$ cat config.mk
export PLATFORM = sky130hd
export DESIGN_NAME = soc_ram_arbiter
export DESIGN_NICKNAME = d
export VERILOG_FILES = /design/src/rtl/soc_ram_arb_pkg.sv /design/src/rtl/soc_ram_arb_pick.sv /design/src/rtl/soc_ram_arbiter.sv
export SDC_FILE = /design/constraint.sdc
export NUM_CORES = 1
export LEC_CHECK = 0
export BUFFER_PORTS_ARGS = -buffer_cell sky130_fd_sc_hd__buf_2
export CAP_MARGIN = 30
export CORE_AREA = 5 5 67 69
export CTS_BUF_LIST = sky130_fd_sc_hd__clkbuf_8
export CTS_CLUSTER_DIAMETER = 60
export DETAILED_ROUTE_END_ITERATION = 8
export DIE_AREA = 0 0 72 74
export PLACE_DENSITY = 0.77
export SLEW_MARGIN = 20
export SYNTH_ARGS = -nofsm -noshare
export SYNTH_HDL_FRONTEND = slang
export SYNTH_SLANG_ARGS = --single-unit
$ cat constraint.sdc
create_clock -name clk_i -period 2.2 [get_ports clk_i]
set_clock_uncertainty 0.2 [all_clocks]
set_input_delay 0.44 -clock clk_i [delete_from_list [all_inputs] [get_ports clk_i]]
set_output_delay 0.44 -clock clk_i [all_outputs]
set_load 0.02 [all_outputs]
$ cat src/rtl/soc_ram_arb_pkg.sv
// Shared definitions for the two-master RAM arbiter: port indices and grant-state encoding.
package soc_ram_arb_pkg;

  localparam logic PORT_INSTR = 1'b0;
  localparam logic PORT_DATA  = 1'b1;

  // Grant state: which port (if any) was granted in the previous cycle.
  typedef enum logic [1:0] {
    StIdle  = 2'd0,
    StBusy0 = 2'd1,
    StBusy1 = 2'd2
  } gnt_state_e;

endpackage

$ cat src/rtl/soc_ram_arb_pick.sv
// Combinational winner selection between the two eligible ports.
// SOC_RAM_ARB_RR_EN selects round-robin tie-breaking; otherwise the data port always wins ties.
module soc_ram_arb_pick
  import soc_ram_arb_pkg::*;
(
  input  logic [1:0] eligible,
  input  logic       last_port,
  output logic [1:0] grant
);

`ifndef SOC_RAM_ARB_RR_EN
  // Fixed priority ignores the previous winner.
  logic unused_last_port;
  assign unused_last_port = last_port;
`endif

  always_comb begin
    grant = 2'b00;
    case (eligible)
      2'b01: grant[PORT_INSTR] = 1'b1;
      2'b10: grant[PORT_DATA]  = 1'b1;
      2'b11: begin
`ifdef SOC_RAM_ARB_RR_EN
        if (last_port == PORT_INSTR) begin
          grant[PORT_DATA] = 1'b1;
        end else begin
          grant[PORT_INSTR] = 1'b1;
        end
`else
        grant[PORT_DATA] = 1'b1;
`endif
      end
      default: grant = 2'b00;
    endcase
  end

endmodule

$ cat src/rtl/soc_ram_arbiter.sv
// Two-master arbiter in front of the on-chip RAM: instruction port 0, data port 1.
// Tie-break policy is selected by SOC_RAM_ARB_RR_EN (see soc_ram_arb_pick).
module soc_ram_arbiter
  import soc_ram_arb_pkg::*;
#(
  parameter int unsigned ADDR_WIDTH = 9,
  parameter int unsigned WORD_WIDTH = 16
) (
  input  logic                  clk_i,
  input  logic                  rst_i,

  input  logic                  p0_req_i,
  input  logic                  p0_we_i,
  input  logic [ADDR_WIDTH-1:0] p0_addr_i,
  input  logic [WORD_WIDTH-1:0] p0_mask_i,
  input  logic [WORD_WIDTH-1:0] p0_wdata_i,
  output logic                  p0_ack_o,
  output logic [WORD_WIDTH-1:0] p0_rdata_o,

  input  logic                  p1_req_i,
  input  logic                  p1_we_i,
  input  logic [ADDR_WIDTH-1:0] p1_addr_i,
  input  logic [WORD_WIDTH-1:0] p1_mask_i,
  input  logic [WORD_WIDTH-1:0] p1_wdata_i,
  output logic                  p1_ack_o,
  output logic [WORD_WIDTH-1:0] p1_rdata_o,

  output logic                  ram_sel_o,
  output logic                  ram_read_o,
  output logic                  ram_write_o,
  output logic [ADDR_WIDTH-1:0] ram_addr_o,
  output logic [WORD_WIDTH-1:0] ram_mask_o,
  output logic [WORD_WIDTH-1:0] ram_data_o,
  input  logic [WORD_WIDTH-1:0] ram_data_i
);

  gnt_state_e state_q, state_d;
  logic       gnt_rd_q, gnt_rd_d;
  logic       last_port_q, last_port_d;
  logic [1:0] eligible;
  logic [1:0] grant;
  logic       sel_we;

  // A port granted last cycle is still holding its request until it sees the ack.
  assign eligible[PORT_INSTR] = p0_req_i && (state_q != StBusy0);
  assign eligible[PORT_DATA]  = p1_req_i && (state_q != StBusy1);

  soc_ram_arb_pick u_pick (
    .eligible  (eligible),
    .last_port (last_port_q),
    .grant     (grant)
  );

  always_comb begin
    ram_sel_o   = 1'b0;
    ram_read_o  = 1'b0;
    ram_write_o = 1'b0;
    ram_addr_o  = '0;
    ram_mask_o  = '1;
    ram_data_o  = '0;
    sel_we      = 1'b0;
    state_d     = StIdle;
    gnt_rd_d    = 1'b0;
    last_port_d = last_port_q;

    if (grant[PORT_DATA]) begin
      sel_we      = p1_we_i;
      ram_addr_o  = p1_addr_i;
      ram_mask_o  = p1_mask_i;
      ram_data_o  = p1_wdata_i;
      state_d     = StBusy1;
      last_port_d = PORT_DATA;
    end else if (grant[PORT_INSTR]) begin
      sel_we      = p0_we_i;
      ram_addr_o  = p0_addr_i;
      ram_mask_o  = p0_mask_i;
      ram_data_o  = p0_wdata_i;
      state_d     = StBusy0;
      last_port_d = PORT_INSTR;
    end

    if (|grant) begin
      ram_sel_o   = 1'b1;
      ram_read_o  = !sel_we;
      ram_write_o = sel_we;
      gnt_rd_d    = !sel_we;
    end
  end

  always_comb begin
    p0_ack_o   = (state_q == StBusy0);
    p1_ack_o   = (state_q == StBusy1);
    p0_rdata_o = (p0_ack_o && gnt_rd_q) ? ram_data_i : '0;
    p1_rdata_o = (p1_ack_o && gnt_rd_q) ? ram_data_i : '0;
  end

  always_ff @(posedge clk_i) begin
    if (rst_i) begin
      state_q     <= StIdle;
      gnt_rd_q    <= 1'b0;
      last_port_q <= PORT_DATA;
    end else begin
      state_q     <= state_d;
      gnt_rd_q    <= gnt_rd_d;
      last_port_q <= last_port_d;
    end
  end

endmodule

---- Word-level counts from Yosys, hierarchy flattened ----
Index checks and enable logic that the tools add are counted.
cells by class
  eq/ne operators ......................... 7
  muxes and demuxes ....................... 17
  reductions and logical operators ........ 8
operator list
  kind                  number
  $mux W16              6
  $mux W9               2
  $mux W1               8
  $eq A2 B2 Y1 const B  3
  $reduce_or A2 Y1      3
  $eq A2 B1 Y1 const B  2
  $logic_and A1 B1 Y1   4
  $mux W2               1
  $ne A2 B1 Y1 const B  1
  $ne A2 B2 Y1 const B  1
  $logic_not A1 Y1      1
storage, ports and cells
  register bits ........................... 3
  input bits .............................. 104
  output and inout port bits .............. 78

---- Longest topological paths before layout ----
  word-level depth ........................ 8
  mapped depth ............................ 6

---- Cells and area by module ----
From an unflattened synthesis, not the netlist that was laid out.
unflattened totals
  cells, all modules ...................... 134
  area, all modules ....................... 904.6 µm²
by module, submodules not included
  module            times used  cells an instance  area an instance (µm²)  sequential area each (µm²)
  soc_ram_arbiter   1           132                894.6                   80.1
  soc_ram_arb_pick  1           2                  10.0                    0.0

---- Least setup slack after synthesis ----
Ideal clock, no wire load.
  kind .................................... input-to-output
  start ................................... input port p1_req_i
  end ..................................... output port ram_addr_o[0]
  arrival ................................. 1.338 ns
  slack ................................... 0.222 ns
  cell stages on the path ................. 6
  path buffers ............................ 3
  path through ............................ buf_6 a21boi_2 o21a_1 buf_6 buf_8 a22o_1
between the ends
  cells in the longest elaborated chain, start to end .. 5
  elaborated cells between the ends (all ways) .. 9
ends and longest elaborated chain
  element                                              line                                           RTL
  start: declaration                                   soc_ram_arbiter.sv:20                          input logic p1_req_i,
  $logic_and A1 B1 Y1 *                                soc_ram_arbiter.sv:46                          assign eligible[PORT_DATA] = p1_req_i && (state_q != StBusy1);
  $eq A2 B1 Y1 / $eq A2 B2 Y1 (equally long branches)  soc_ram_arb_pick.sv:19                         case (eligible)
  $mux W1 / $reduce_or A2 Y1 (equally long branches)   n/a
  $mux W9 / $mux W1 (equally long branches)            soc_ram_arbiter.sv:73, soc_ram_arb_pick.sv:19
  $mux W9 *                                            soc_ram_arbiter.sv:66                          if (grant[PORT_DATA]) begin
  end: declaration                                     soc_ram_arbiter.sv:31                          output logic [ADDR_WIDTH-1:0] ram_addr_o,
Every way passes the cells marked *; elsewhere a longest branch is shown, timed or not.

---- Worst setup path after layout ----
  start ................................... input port p1_req_i
  end ..................................... output port ram_addr_o[4]
The elaborated chain is that of the path after synthesis.

==> results.ini <==
[run_status]
status=finished, final reports clean

[floorplan]
die_area_um2=5330
row_count=23
die_w_um=72
start_util_pct=22.4
die_h_um=74
ioPinCount=182
core-area_um2=3860

[pwr]
switchingPower_mw=0.275
p_leak_nw=1.22
p_comb_share_pct=67.1
power_per_cell_area_nw_per_um2=350
seq_power_share_pct=9.6
vdd_ir_drop_max_uv=279
p_clk_share_pct=23.4
netSwitchingFraction_pct=41.9
power.internal_mw=0.382

[clock_tree]
path_clk_slew_ps=30
cts_tree=yes
clk_latency_ps=210
clock-root-buffer=clkbuf_8
clock_sinks=3
htree_levels=1
cts_buffers=3
cts_setup_buffers=0
cts_max_path_buffers=2

[yosys]
synth_cells=110
syn-cell-area_um2=865
synth_seq_cells=3
syn_avg_cell_area_um2=7.86
ys_seq_area_share_pct=6.95
synth.distinct_cells=25
synth_fp_nets=214
ys_warn_count=0

[critical_path]
slowest_delay_ps=250
path_cells=buf_2 -> a21boi_4 -> o21a_1 -> buf_12 -> a22o_2 -> buf_2
crit_slowest_cell=a22o_2
crit_family=compound AO/OA/AOI/OAI gates
crit_required_ps=1560
path_buf_inv=3
critPathCaptureType=output pin
cpMostUsedCell=buf_2
arrival_ps=1480
crit_type=primary input to output pin
start_kind=primary input
cp_max_fo=26

[sta]
finalWorstSetupSlack_ps=79.3
layout_min_cycle_time_ps=2120
tns_ps=0
finalCritPeriodShare_pct=96.4
relSlewSlack_pct=81.5
tightest_slew_ps=277
report.final.slew_viol_count=0
hold_viol_final=0
finalSetupViolations=0
whs_ps=224
fmax_mhz=472
rsz0062_at_grt=no

[placement]
finalWeightedCongestion=0.680
dp.final_hpwl_mm=3.79
portBuffers=181
post-place-ws_ps=83.0

[final_layout]
nNetsFinal=395
n_fill_cell=413
n_antenna_cell=0
syn2layout_area_growth_pct=117
drive_gt1_share_pct=70.3

[global_routing]
grt_pass1_vias=1475
antenna_found_initial=0
grt_max_degree=27
grt_util_all_layers_pct=14.3
grt_pass1_wl_mm=6.40
grt-ovfl-total=0

[drt]
first_pass_iters=4
ant_nets=0
viasPerCell=4.61
routedWlPerCell_um=12.9
dr_total_vias=1569
drt_wl_total_mm=4.38
drt_iter0_drc=22
route.detailed.drc=0

[flow_run]
maxCapViolCount=0

[hold_path]
hold_path_class=primary input to register

## worst reg2reg max path: cells and delay by family, from the launching register on
family / cells / cell delay, ps
DFF: 1 / 380
buffers and inverters: 1 / 190
and+or+nand+nor: 3 / 340
## layer usage
| metal | global-route usage (%) | part of all wire, % |
|---|---|---|
| met2 | 27.8 | 52 |
| met1 | 14.6 | 34 |
| met3 | 4.86 | 13 |
| met5 | 0 | 0 |
| met4 | 3.97 | 0.39 |
## cells by family (layout without fill, tap and decap cells)
| logic type | after synthesis | count (layout) | synth area share [%] |
|---|---|---|---|
| compound gates | 47 | 47 | 48.2 |
| flops | 3 | 3 | 6.95 |
| mux | 1 | 1 | 1.16 |
| simple gates | 44 | 44 | 31.1 |
| buf+inv | 15 | 195 | 12.6 |
## registers in the layout (all words and copies together) (netlist names)
| register | count |
|---|---|
| state_q | 2 |
| gnt_rd_q | 1 |
## cells in the final DEF, fill, tap and decap left out, drive strengths merged, types with 2 or more instances in the layout
master	Yosys	routed
and3	17	17
nor2	5	5
o21ai	2	2
clkbuf	2	3
o22a	16	16
inv	3	4
a22o	26	26
and2	17	17
dfxtp	3	3
buf	10	188
## through the flow
step	cell area, um^2	std cells	power [mW]	util, %
6_report	1880	340	0.657	48.6
5_1_grt	1880	340	0.705	48.6
4_1_cts	1860	340	0.664	48.2
3_5_place_dp	1810	336	0.504	47.0
3_3_place_gp	1810	336	0.498	47.0
2_1_floorplan	865	110	0.319	-
## final cells by class
type / instances / area [um^2] / share of cell area, %
timing repair buffer: 188 / 983 / 52.4
multi-input combinational: 92 / 711 / 37.9
sequential: 3 / 62.6 / 3.34
tap: 50 / 62.6 / 3.34
clock buffer: 3 / 41.3 / 2.20
inverter: 3 / 11.3 / 0.600
clock inverter: 1 / 3.75 / 0.200
## power by group through the flow
stage          Combinational, mW  Sequential, mW  Clock [mW]
4_1_cts                    0.443          0.0622       0.159
5_1_grt                    0.476          0.0637       0.165
2_1_floorplan              0.255          0.0631           0
6_report                   0.441          0.0630       0.154
3_5_place_dp               0.441          0.0629           0
3_3_place_gp               0.435          0.0629           0
## synth_stat cells
cell | count | share of area, %
a21boi_2 | 1 | 1.3
a22o_1 | 20 | 20
a22o_2 | 6 | 6.9
a2bb2oi_1 | 1 | 1.0
and2_1 | 17 | 12
and3_1 | 17 | 12
buf_2 | 3 | 1.7
buf_4 | 3 | 2.6
buf_6 | 2 | 2.6
buf_8 | 2 | 3.5
clkbuf_1 | 2 | 0.87
dfxtp_1 | 3 | 6.9
inv_1 | 3 | 1.3
mux2i_1 | 1 | 1.2
nand2_1 | 1 | 0.43
nand2b_4 | 1 | 1.6
nor2_1 | 4 | 1.7
nor2_2 | 1 | 0.72
nor2b_1 | 1 | 0.72
nor3_1 | 1 | 0.58
nor4_1 | 1 | 0.72
o21a_1 | 1 | 0.87
o21ai_0 | 1 | 0.58
o21ai_2 | 1 | 1.0
o22a_1 | 16 | 16
## timing repair
item                       CTS  global route
setup endpoints to repair   16            42
gates resized for setup      1             4
hold buffers                 0             0
## path summary, 6_finish.rpt
path                               from                    end  slack (ps)  depth (start not counted)
setup / recovery               p1_req_i          ram_addr_o[4]          80                          6
hold / removal                    rst_i  state_q[1]$_SDFF_PP0_         220                          2
setup reg to reg  state_q[0]$_SDFF_PP0_  state_q[1]$_SDFF_PP0_        1010                          4
hold reg to reg   state_q[1]$_SDFF_PP0_    gnt_rd_q$_SDFF_PP0_         400                          2
Note: power is estimated with default switching activity, not from simulation.
